--- src/rtl/magnitude_sum_pipe.sv ---
// rtl/magnitude_sum_pipe.sv - 3-stage pipelined same-sign floating-point magnitude adder
module magnitude_sum_pipe #(
  parameter int EXP_W = 5,
  parameter int MAN_W = 10,
  localparam int W = 1 + EXP_W + MAN_W
) (
  input  logic         CLK,
  input  logic         RESET_N,
  input  logic         IN_VALID,
  output logic         IN_READY,
  input  logic [W-1:0] A,
  input  logic [W-1:0] B,
  output logic         OUT_VALID,
  input  logic         OUT_READY,
  output logic [W-1:0] Q,
  output logic [4:0]   FLAGS
);

  localparam int MW = MAN_W + 1;  // mantissa with hidden bit
  localparam int XW = MAN_W + 4;  // mantissa plus guard/round/sticky
  localparam int SW = MAN_W + 5;  // sum with carry bit

  typedef enum logic [1:0] {SP_NONE, SP_MISMATCH, SP_NAN, SP_INF} special_t;

  logic adv;
  assign adv      = !OUT_VALID || OUT_READY;
  assign IN_READY = adv;

  // ---------------- stage 1: unpack / compare / swap ----------------
  logic             a_sign, b_sign;
  logic [EXP_W-1:0] a_exp, b_exp, a_eff, b_eff;
  logic [MAN_W-1:0] a_frac, b_frac;
  logic [MW-1:0]    a_man, b_man;
  logic             a_nan, b_nan, a_inf, b_inf, a_is_l;
  special_t         c1_sp;

  always_comb begin
    a_sign = A[W-1];
    b_sign = B[W-1];
    a_exp  = A[W-2:MAN_W];
    b_exp  = B[W-2:MAN_W];
    a_frac = A[MAN_W-1:0];
    b_frac = B[MAN_W-1:0];
    a_eff  = (a_exp == '0) ? EXP_W'(1) : a_exp;
    b_eff  = (b_exp == '0) ? EXP_W'(1) : b_exp;
    a_man  = {a_exp != '0, a_frac};
    b_man  = {b_exp != '0, b_frac};
    a_nan  = (&a_exp) && (|a_frac);
    b_nan  = (&b_exp) && (|b_frac);
    a_inf  = (&a_exp) && !(|a_frac);
    b_inf  = (&b_exp) && !(|b_frac);
    a_is_l = {a_eff, a_man} >= {b_eff, b_man};
    if (a_sign != b_sign)     c1_sp = SP_MISMATCH;
    else if (a_nan || b_nan)  c1_sp = SP_NAN;
    else if (a_inf || b_inf)  c1_sp = SP_INF;
    else                      c1_sp = SP_NONE;
  end

  logic             s1_valid, s1_sign;
  special_t         s1_sp;
  logic [EXP_W-1:0] s1_e, s1_d;
  logic [MW-1:0]    s1_lm, s1_sm;

  // ---------------- stage 2: align with sticky, add ----------------
  logic [XW-1:0] s_ext, s_mask, s_shift, s_align;
  logic [SW-1:0] c2_sum;

  always_comb begin
    s_ext   = {s1_sm, 3'b000};
    s_mask  = '0;
    s_shift = '0;
    if (int'(s1_d) >= MAN_W + 3) begin
      s_align = {{(XW-1){1'b0}}, |s1_sm};
    end else begin
      s_mask  = ~({XW{1'b1}} << s1_d);
      s_shift = s_ext >> s1_d;
      s_align = s_shift | {{(XW-1){1'b0}}, |(s_ext & s_mask)};
    end
    c2_sum = {1'b0, s1_lm, 3'b000} + {1'b0, s_align};
  end

  logic             s2_valid, s2_sign;
  special_t         s2_sp;
  logic [EXP_W-1:0] s2_e;
  logic [SW-1:0]    s2_sum;

  // ---------------- stage 3: normalise / round / pack ----------------
  logic [XW-1:0]    n_m;
  logic [EXP_W:0]   n_e, f_e;
  logic [MAN_W+1:0] r_m;
  logic [MW-1:0]    f_man;
  logic             rnd_up, inexact, of;
  logic [W-1:0]     c3_q;
  logic [4:0]       c3_flags;

  always_comb begin
    if (s2_sum[SW-1]) begin
      n_m = s2_sum[SW-1:1] | {{(XW-1){1'b0}}, s2_sum[0]};
      n_e = {1'b0, s2_e} + (EXP_W+1)'(1);
    end else begin
      n_m = s2_sum[XW-1:0];
      n_e = {1'b0, s2_e};
    end
    inexact = |n_m[2:0];
    rnd_up  = n_m[2] && (n_m[1] || n_m[0] || n_m[3]);
    r_m     = {1'b0, n_m[XW-1:3]} + (MAN_W+2)'(rnd_up);
    if (r_m[MAN_W+1]) begin
      f_man = r_m[MAN_W+1:1];
      f_e   = n_e + (EXP_W+1)'(1);
    end else begin
      f_man = r_m[MW-1:0];
      f_e   = n_e;
    end
    // A clear hidden bit means the result stayed subnormal (or zero).
    of = f_man[MAN_W] && (f_e >= {1'b0, {EXP_W{1'b1}}});

    if (of) begin
      c3_q     = {s2_sign, {EXP_W{1'b1}}, {MAN_W{1'b0}}};
      c3_flags = 5'b00011;
    end else if (!f_man[MAN_W]) begin
      c3_q     = {s2_sign, {EXP_W{1'b0}}, f_man[MAN_W-1:0]};
      c3_flags = {3'b001, 1'b0, inexact};
    end else begin
      c3_q     = {s2_sign, f_e[EXP_W-1:0], f_man[MAN_W-1:0]};
      c3_flags = {4'b0000, inexact};
    end

    case (s2_sp)
      SP_MISMATCH: begin
        c3_q     = {s2_sign, {(W-1){1'b0}}};
        c3_flags = 5'b10000;
      end
      SP_NAN: begin
        c3_q     = {1'b0, {EXP_W{1'b1}}, MAN_W'(1) << (MAN_W-1)};
        c3_flags = 5'b01000;
      end
      SP_INF: begin
        c3_q     = {s2_sign, {EXP_W{1'b1}}, {MAN_W{1'b0}}};
        c3_flags = 5'b01000;
      end
      default: ;
    endcase
  end

  // ---------------- pipeline registers (global stall) ----------------
  always_ff @(posedge CLK) begin
    if (!RESET_N) begin
      s1_valid  <= 1'b0;
      s2_valid  <= 1'b0;
      OUT_VALID <= 1'b0;
      Q         <= '0;
      FLAGS     <= '0;
    end else if (adv) begin
      s1_valid  <= IN_VALID;
      s1_sign   <= a_sign;
      s1_sp     <= c1_sp;
      s1_e      <= a_is_l ? a_eff : b_eff;
      s1_d      <= a_is_l ? (a_eff - b_eff) : (b_eff - a_eff);
      s1_lm     <= a_is_l ? a_man : b_man;
      s1_sm     <= a_is_l ? b_man : a_man;

      s2_valid  <= s1_valid;
      s2_sign   <= s1_sign;
      s2_sp     <= s1_sp;
      s2_e      <= s1_e;
      s2_sum    <= c2_sum;

      OUT_VALID <= s2_valid;
      Q         <= c3_q;
      FLAGS     <= c3_flags;
    end
  end

endmodule

--- config.mk ---
export PLATFORM = sky130hd
export DESIGN_NAME = magnitude_sum_pipe
export DESIGN_NICKNAME = d
export VERILOG_FILES = /design/src/rtl/magnitude_sum_pipe.sv
export SDC_FILE = /design/constraint.sdc
export NUM_CORES = 1
export LEC_CHECK = 0
export CORE_MARGIN = 5
export CORE_UTILIZATION = 52
export CTS_CLUSTER_DIAMETER = 80
export CTS_CLUSTER_SIZE = 24
export DETAILED_ROUTE_END_ITERATION = 16
export PLACE_DENSITY = 0.76
export SYNTH_ARGS = -nofsm -noshare
export SYNTH_HDL_FRONTEND = slang
export SYNTH_SLANG_ARGS = --single-unit
--- constraint.sdc ---
create_clock -name CLK -period 3.65 [get_ports CLK]
set_input_delay 0.73 -clock CLK [delete_from_list [all_inputs] [get_ports CLK]]
set_output_delay 0.73 -clock CLK [all_outputs]
set_load 0.02 [all_outputs]
==> impl_metrics.env, run 1 <==
export IMPL_status="finished, final reports clean"
export IMPL_hold_class="flop to flop"
export IMPL_holdPathStages=0
export IMPL_yosysWarnings=0
export IMPL_syn_area_per_cell_um2=9.756
export IMPL_synth_seq_cells=82
export IMPL_antenna_found_initial=0
export IMPL_cpMostUsedCell="buf_4"
export IMPL_synthFlopType="edfxtp_1"
export IMPL_p_sw_share_pct=30.74
export IMPL_post_route_cell_area_mm2=0.006935
export IMPL_place_congestion=0.8986
export IMPL_grt_pass1_wl_mm=20.52
export IMPL_hold_viol=0
export IMPL_cts_buffer_depth=2
export IMPL_worst_path_buf_inv=5
export IMPL_placed_cells=791
export IMPL_seqPwrFrac_pct=45.7
export IMPL_ant_nets=0
export IMPL_crit_fanout=8
export IMPL_clkPwrFrac_pct=23.2
export IMPL_cp_required_ps=3750
export IMPL_p_int_mw=1.831
export IMPL_worst_ep_arrival_time_ps=3570
export IMPL_cp_depth=15
export IMPL_port_buffers=58
export IMPL_drt_iter0_drc=328
export IMPL_synth_area_leaders="edfxtp_1 30%, dfxtp_1 8.3%, ha_1 7.6%"
export IMPL_final_cell_count_no_fill=811
export IMPL_syn_area_mm2=0.005766
export IMPL_overflow=0
export IMPL_clkTransAtPathRegs_ps=80
export IMPL_wl_per_cell_um=15.52
export IMPL_ios=59
export IMPL_switchingPower_uw=812.6
export IMPL_antenna_cells=0
export IMPL_finalSetupViolations=0
export IMPL_vias=4699
export IMPL_finalCoreUtilization_pct=63.98
export IMPL_cts_tree="built"
export IMPL_powerDensity_mw_per_mm2=381.2
export IMPL_crit_chain="buf_12 -> buf_4 -> buf_4 -> mux2i_2 -> buf_4 -> nand2_1 -> a31oi_1 -> nor3_1 -> ha_1 -> nor2b_1 -> o21a_1 -> o41ai_2 -> buf_4 -> o211ai_1 -> o31a_1"
export IMPL_grt_pass1_vias=4518
export IMPL_cp_start_kind="flop"
export IMPL_coreArea_mm2=0.01084
export IMPL_grt_max_degree=59
export IMPL_drt_total_wl_mm=12.59
export IMPL_grtUsageTotal_pct=19.03
export IMPL_root_buffer="clkbuf_8"
export IMPL_total_power_mw=2.644
export IMPL_fin_crit_sh_pct=94.99
export IMPL_crit_family="compound AO/OA/AOI/OAI gates"
export IMPL_dp_hpwl_mm=9.712
export IMPL_synthArstFlopShare_pct=0
export IMPL_place_area_mm2=0.006696
export IMPL_p_comb_share_pct=31.1
export IMPL_syn_to_final_growth_pct=20.29
export IMPL_nets=740
export IMPL_fin_tns_setup_ps=0
export IMPL_end_kind="flop"
export IMPL_synth_fp_nets=665
export IMPL_clkSinkCount=82
export IMPL_holdWs_ps=420.6
export IMPL_synth_edff_count=58
export IMPL_synth_top_area_share_pct=30.21
export IMPL_drive_gt1_share_pct=14.61
export IMPL_slowest_stage="edfxtp_1"
export IMPL_ys_types=72
export IMPL_ff2ff_path_depth=15
export IMPL_worstSetupPathType="flop to flop"
export IMPL_slew_viol_final=0
export IMPL_dieHeight_um=115.3
export IMPL_slew_headroom_pct=60.47
export IMPL_synth_top_area_cell="edfxtp_1"
export IMPL_setup_ws_ps=182.7
export IMPL_num_rows=38
export IMPL_htreeDepth=3
export IMPL_numCtsBuffers=9
export IMPL_worstMarginPinSlew_ps=588.4
export IMPL_yosysSeqAreaShare_pct=38.54
export IMPL_fmax_mhz=288.4
export IMPL_netlist_instances=591
export IMPL_vias_per_cell=5.794
export IMPL_drt_pre_antenna_iters=5
export IMPL_max_cap_violations=0
export IMPL_start_util_pct=53.19
export IMPL_fp_dieW_um=115.3
export IMPL_peakVddDrop_uv=199.6
export IMPL_p_leak_nw=2.782
export IMPL_drc_errors=0
export IMPL_dp_slack_ps=-18.83
export IMPL_min_period_ps=3467
export IMPL_die_area_mm2=0.01329
export IMPL_clk_latency_ps=350
export IMPL_skew_ps=5.476
export IMPL_slowest_delay_ps=420
[cell type report]
type                            instances  area (µm²)
Clock buffer                           12       135.1
Clock inverter                          4       42.54
Fill cell                             896        3905
Inverter                               39       146.4
Multi-Input combinational cell        438        3298
Sequential cell                        82        2222
Tap cell                              140       175.2
Timing Repair Buffer                   96       915.9
[cells in the mapped netlist (all sizes together) (7+ instances only)]
cell type / instances
nor2b: 16
nand4: 7
o21a: 7
edfxtp: 58
a21o: 17
dfxtp: 24
nor2: 41
o21ai: 19
clkbuf: 20
inv: 38
nor3: 24
nand2b: 7
o211ai: 7
buf: 12
nand3: 14
mux2i: 32
mux2: 29
nand2: 39
ha: 35
xnor2: 19
a21oi: 27
nor4: 9
[sequential cells by signal, indices dropped and copies added (netlist names), 2 cells and up]
name    count
Q          16
s2_sum     15
s1_lm      11
s1_sm      11
FLAGS       5
s1_d        5
s1_e        5
s2_e        5
s1_sp       2
s2_sp       2
[what timing repair did]
| item | CTS | global route |
|---|---|---|
| endpoints found under the setup margin | 0 | 2 |
| gates resized for setup | 0 | 7 |
| hold buffers | 0 | 0 |
| endpoints found under the hold margin | 0 | 0 |
| setup buffers | 0 | 4 |
[cell families (layout without fill, tap and decap cells)]
family	Yosys count	after routing	synth area share, %
mux	61	61	11.22
fa+ha+maj	38	38	8.637
flops	82	82	38.54
xor+xnor	24	24	3.646
compound gates	138	138	17.19
buf+inv	71	151	4.883
simple gates	177	177	15.89
[per-layer routing]
metal / track usage [%] / wire length [µm]
met1: 23.44 / 5422
met2: 33.95 / 6347
met3: 2.632 / 603
met4: 6.808 / 214
met5: 0 / 0
[placed cells by master (no fill, tap or decap), types with 6 or more instances in the layout]
master            n
a21oi_1          26
xnor2_1          19
nor4_1            8
inv_1            37
a22o_1            6
mux2_2           29
a211oi_1          6
a21o_1           17
o21ai_0          17
a31oi_1           6
nor2_1           41
buf_4            34
ha_1             35
nand2_1          38
nand2b_1          6
nor3_1           22
dfxtp_1          24
nor2b_1          16
nand4_1           7
a221oi_1          6
nand3_1          13
edfxtp_1         58
o211ai_1          7
o21a_1            7
clkdlybuf4s50_1  58
mux2i_1          29
clkbuf_8          9
[path summary, 6_finish.rpt]
kind | slack (ps) | from | to
max reg2reg | 180 | s1_d[0] | s2_sum[14]
min reg2reg | 420 | s1_e[0] | s2_e[0]
max | 180 | s1_d[0] | s2_sum[14]
min | 420 | s1_e[0] | s2_e[0]
[power by group through the flow]
stage	Clock (mW)	Sequential (mW)	Combinational, mW
finish	0.613	1.21	0.823
detailed placement	0	1.22	0.805
CTS	0.626	1.20	0.808
global route	0.670	1.22	0.908
floorplan	0	1.20	0.561
global placement	0	1.22	0.783
No activity file was read; power rests on OpenSTA's default activity.
==> inputs of run 2 (changes only) <==
CORE_MARGIN = not set   (was 5)
==> run 2 against run 1 <==
Net effect: register-to-register slack improved by 110 ps; largest cell class unchanged; utilization shrank 1.1 points; largest power group unchanged; via count shrank 2.3%; sequential cell count stayed put; critical endpoint unchanged.
==> impl_metrics.env, run 2 (synthesis results as in run 1) <==
export IMPL_cts_tree="built"
export IMPL_drt_total_wl_mm=12.14
export IMPL_p_int_mw=1.742
export IMPL_cp_required_ps=3760
export IMPL_end_kind="flop"
export IMPL_peakVddDrop_uv=169.9
export IMPL_num_rows=38
export IMPL_worstSetupPathType="flop to flop"
export IMPL_min_from="s1_sp[1]"
export IMPL_top_layer_used="met4"
export IMPL_ant_nets=0
export IMPL_clkPwrFrac_pct=22.2
export IMPL_htreeDepth=3
export IMPL_reg2reg_from="s1_d[0]"
export IMPL_seq_area_mm2=0.002222
export IMPL_finalCoreUtilization_pct=62.93
export IMPL_status="finished, final reports clean"
export IMPL_placed_cells=786
export IMPL_grt_pass1_wl_mm=19.67
export IMPL_slew_viol_final=0
export IMPL_drc_errors=0
export IMPL_die_area_mm2=0.01151
export IMPL_powerDensity_mw_per_mm2=376.8
export IMPL_worstMarginPinSlew_ps=710.2
export IMPL_wl_per_cell_um=15.14
export IMPL_seqPwrFrac_pct=46.9
export IMPL_coreArea_mm2=0.01084
export IMPL_largest_register="Q"
export IMPL_clkSinkCount=82
export IMPL_ios=59
export IMPL_p_comb_share_pct=30.9
export IMPL_port_buffers=58
export IMPL_holdPathStages=0
export IMPL_cts_setup_buffers=0
export IMPL_cp_start_kind="flop"
export IMPL_p_leak_nw=2.728
export IMPL_nets=731
export IMPL_fin_crit_sh_pct=91.96
export IMPL_vias_per_cell=5.724
export IMPL_hold_viol=0
export IMPL_drive_gt1_share_pct=13.44
export IMPL_drt_iter0_drc=277
export IMPL_crit_fanout=16
export IMPL_wl_met3_um=458
export IMPL_cts_buffer_depth=2
export IMPL_slew_headroom_pct=52.66
export IMPL_grt_max_degree=59
export IMPL_grt_pass1_vias=4342
export IMPL_worst_ep_arrival_time_ps=3460
export IMPL_reg_largest_list="Q: 16 flops, s2_sum: 15 flops"
export IMPL_final_cell_count_no_fill=802
export IMPL_root_buffer="clkbuf_8"
export IMPL_final_cell_mix="58 x clkdlybuf4s50_1, 58 x edfxtp_1, 41 x nor2_1"
export IMPL_start_util_pct=53.19
export IMPL_place_area_mm2=0.006634
export IMPL_numCtsBuffers=9
export IMPL_total_power_mw=2.571
export IMPL_skew_ps=7.689
export IMPL_largest_reg_flops=16
export IMPL_ff2ff_path_depth=16
export IMPL_dp_hpwl_mm=9.402
export IMPL_r2r_end="s2_sum[14]"
export IMPL_cts_resized=0
export IMPL_place_congestion=0.9055
export IMPL_fmax_mhz=297.9
export IMPL_cp_startpoint="s1_d[0]"
export IMPL_p_sw_share_pct=32.25
export IMPL_antenna_found_initial=0
export IMPL_clk_latency_ps=350
export IMPL_post_route_cell_area_mm2=0.006822
export IMPL_antenna_cells=0
export IMPL_vias=4591
export IMPL_ctsHoldBuffers=0
export IMPL_dr_wl_met2_mm=6.222
export IMPL_syn_to_final_growth_pct=18.32
export IMPL_hold_end="s2_sp[1]"
export IMPL_fp_dieW_um=107.3
export IMPL_switchingPower_uw=829.0
export IMPL_grtUsageTotal_pct=21.67
export IMPL_fin_tns_setup_ps=0
export IMPL_min_period_ps=3356
export IMPL_overflow=0
export IMPL_clkTransAtPathRegs_ps=80
export IMPL_multi_input_area_mm2=0.003286
export IMPL_nFillCells=910
export IMPL_dieHeight_um=107.3
export IMPL_hold_class="flop to flop"
export IMPL_drt_pre_antenna_iters=4
export IMPL_wl_met1_mm=5.283
export IMPL_finalSetupViolations=0
export IMPL_max_cap_violations=0
export IMPL_r2r_setup_slack_ps=290
==> run 2: changes by cell type in the layout (fill, tap and decap cells not counted), sizes merged <==
| cell | change |
|---|---|
| buf | -9 |
| inv | +1 |
| clkinvlp | +3 |
| bufinv | -1 |
| clkbuf | -3 |
==> run 2: metrics by stage <==
stage / setup WS [ps] / hold WS, ps
after floorplan: 15.62 / 400.3
after global placement: 31.41 / 401.4
after detailed placement: 11.75 / 406.1
after CTS: 124.4 / 426.5
after global routing: -19.85 / 438.3
final: 293.6 / 424.3
==> run 2: worst max-delay path by stage <==
stage                       endpoint
after floorplan           s2_sum[14]
after global placement       s1_d[4]
after detailed placement     s1_d[4]
after CTS                 s2_sum[14]
after global routing      s2_sum[14]
final                     s2_sum[14]
==> run 2: area by class of cell <==
class                   instances  share of cell area (%)
multi-input cells             438                   48.17
clock buffers                   9                   1.816
well taps                     140                   2.568
inverters                      39                   2.146
flip-flops and latches         82                   32.58
repair buffers                 87                   12.07
clock inverters                 7                  0.6603
==> run 2: per-layer routing <==
metal  vias up  global-route usage [%]
met3        10                   3.390
met5         -                       0
met2        98                   38.76
li1       2319                       -
met1      2164                   26.07
met4         0                   8.317
==> run 2: critical path, stage by stage (launching register included) <==
cell	delay (ps)
edfxtp_1	420
buf_12	170
mux2_2	230
nor2_1	40
nor2_1	160
mux2i_1	90
nor2_1	110
a21oi_1	50
nor2_1	200
ha_1	280
a21o_1	150
a21oi_1	190
nor2b_1	70
o21a_1	210
o41ai_4	270
o211ai_1	200
o31a_1	270
==> run 2: power by group through the flow <==
| stage | clock network, mW | registers (mW) | logic [mW] |
|---|---|---|---|
| floorplan | 0 | 1.20 | 0.561 |
| global placement | 0 | 1.22 | 0.763 |
| detailed placement | 0 | 1.22 | 0.783 |
| CTS | 0.586 | 1.20 | 0.788 |
| global route | 0.619 | 1.22 | 0.878 |
| finish | 0.571 | 1.20 | 0.795 |
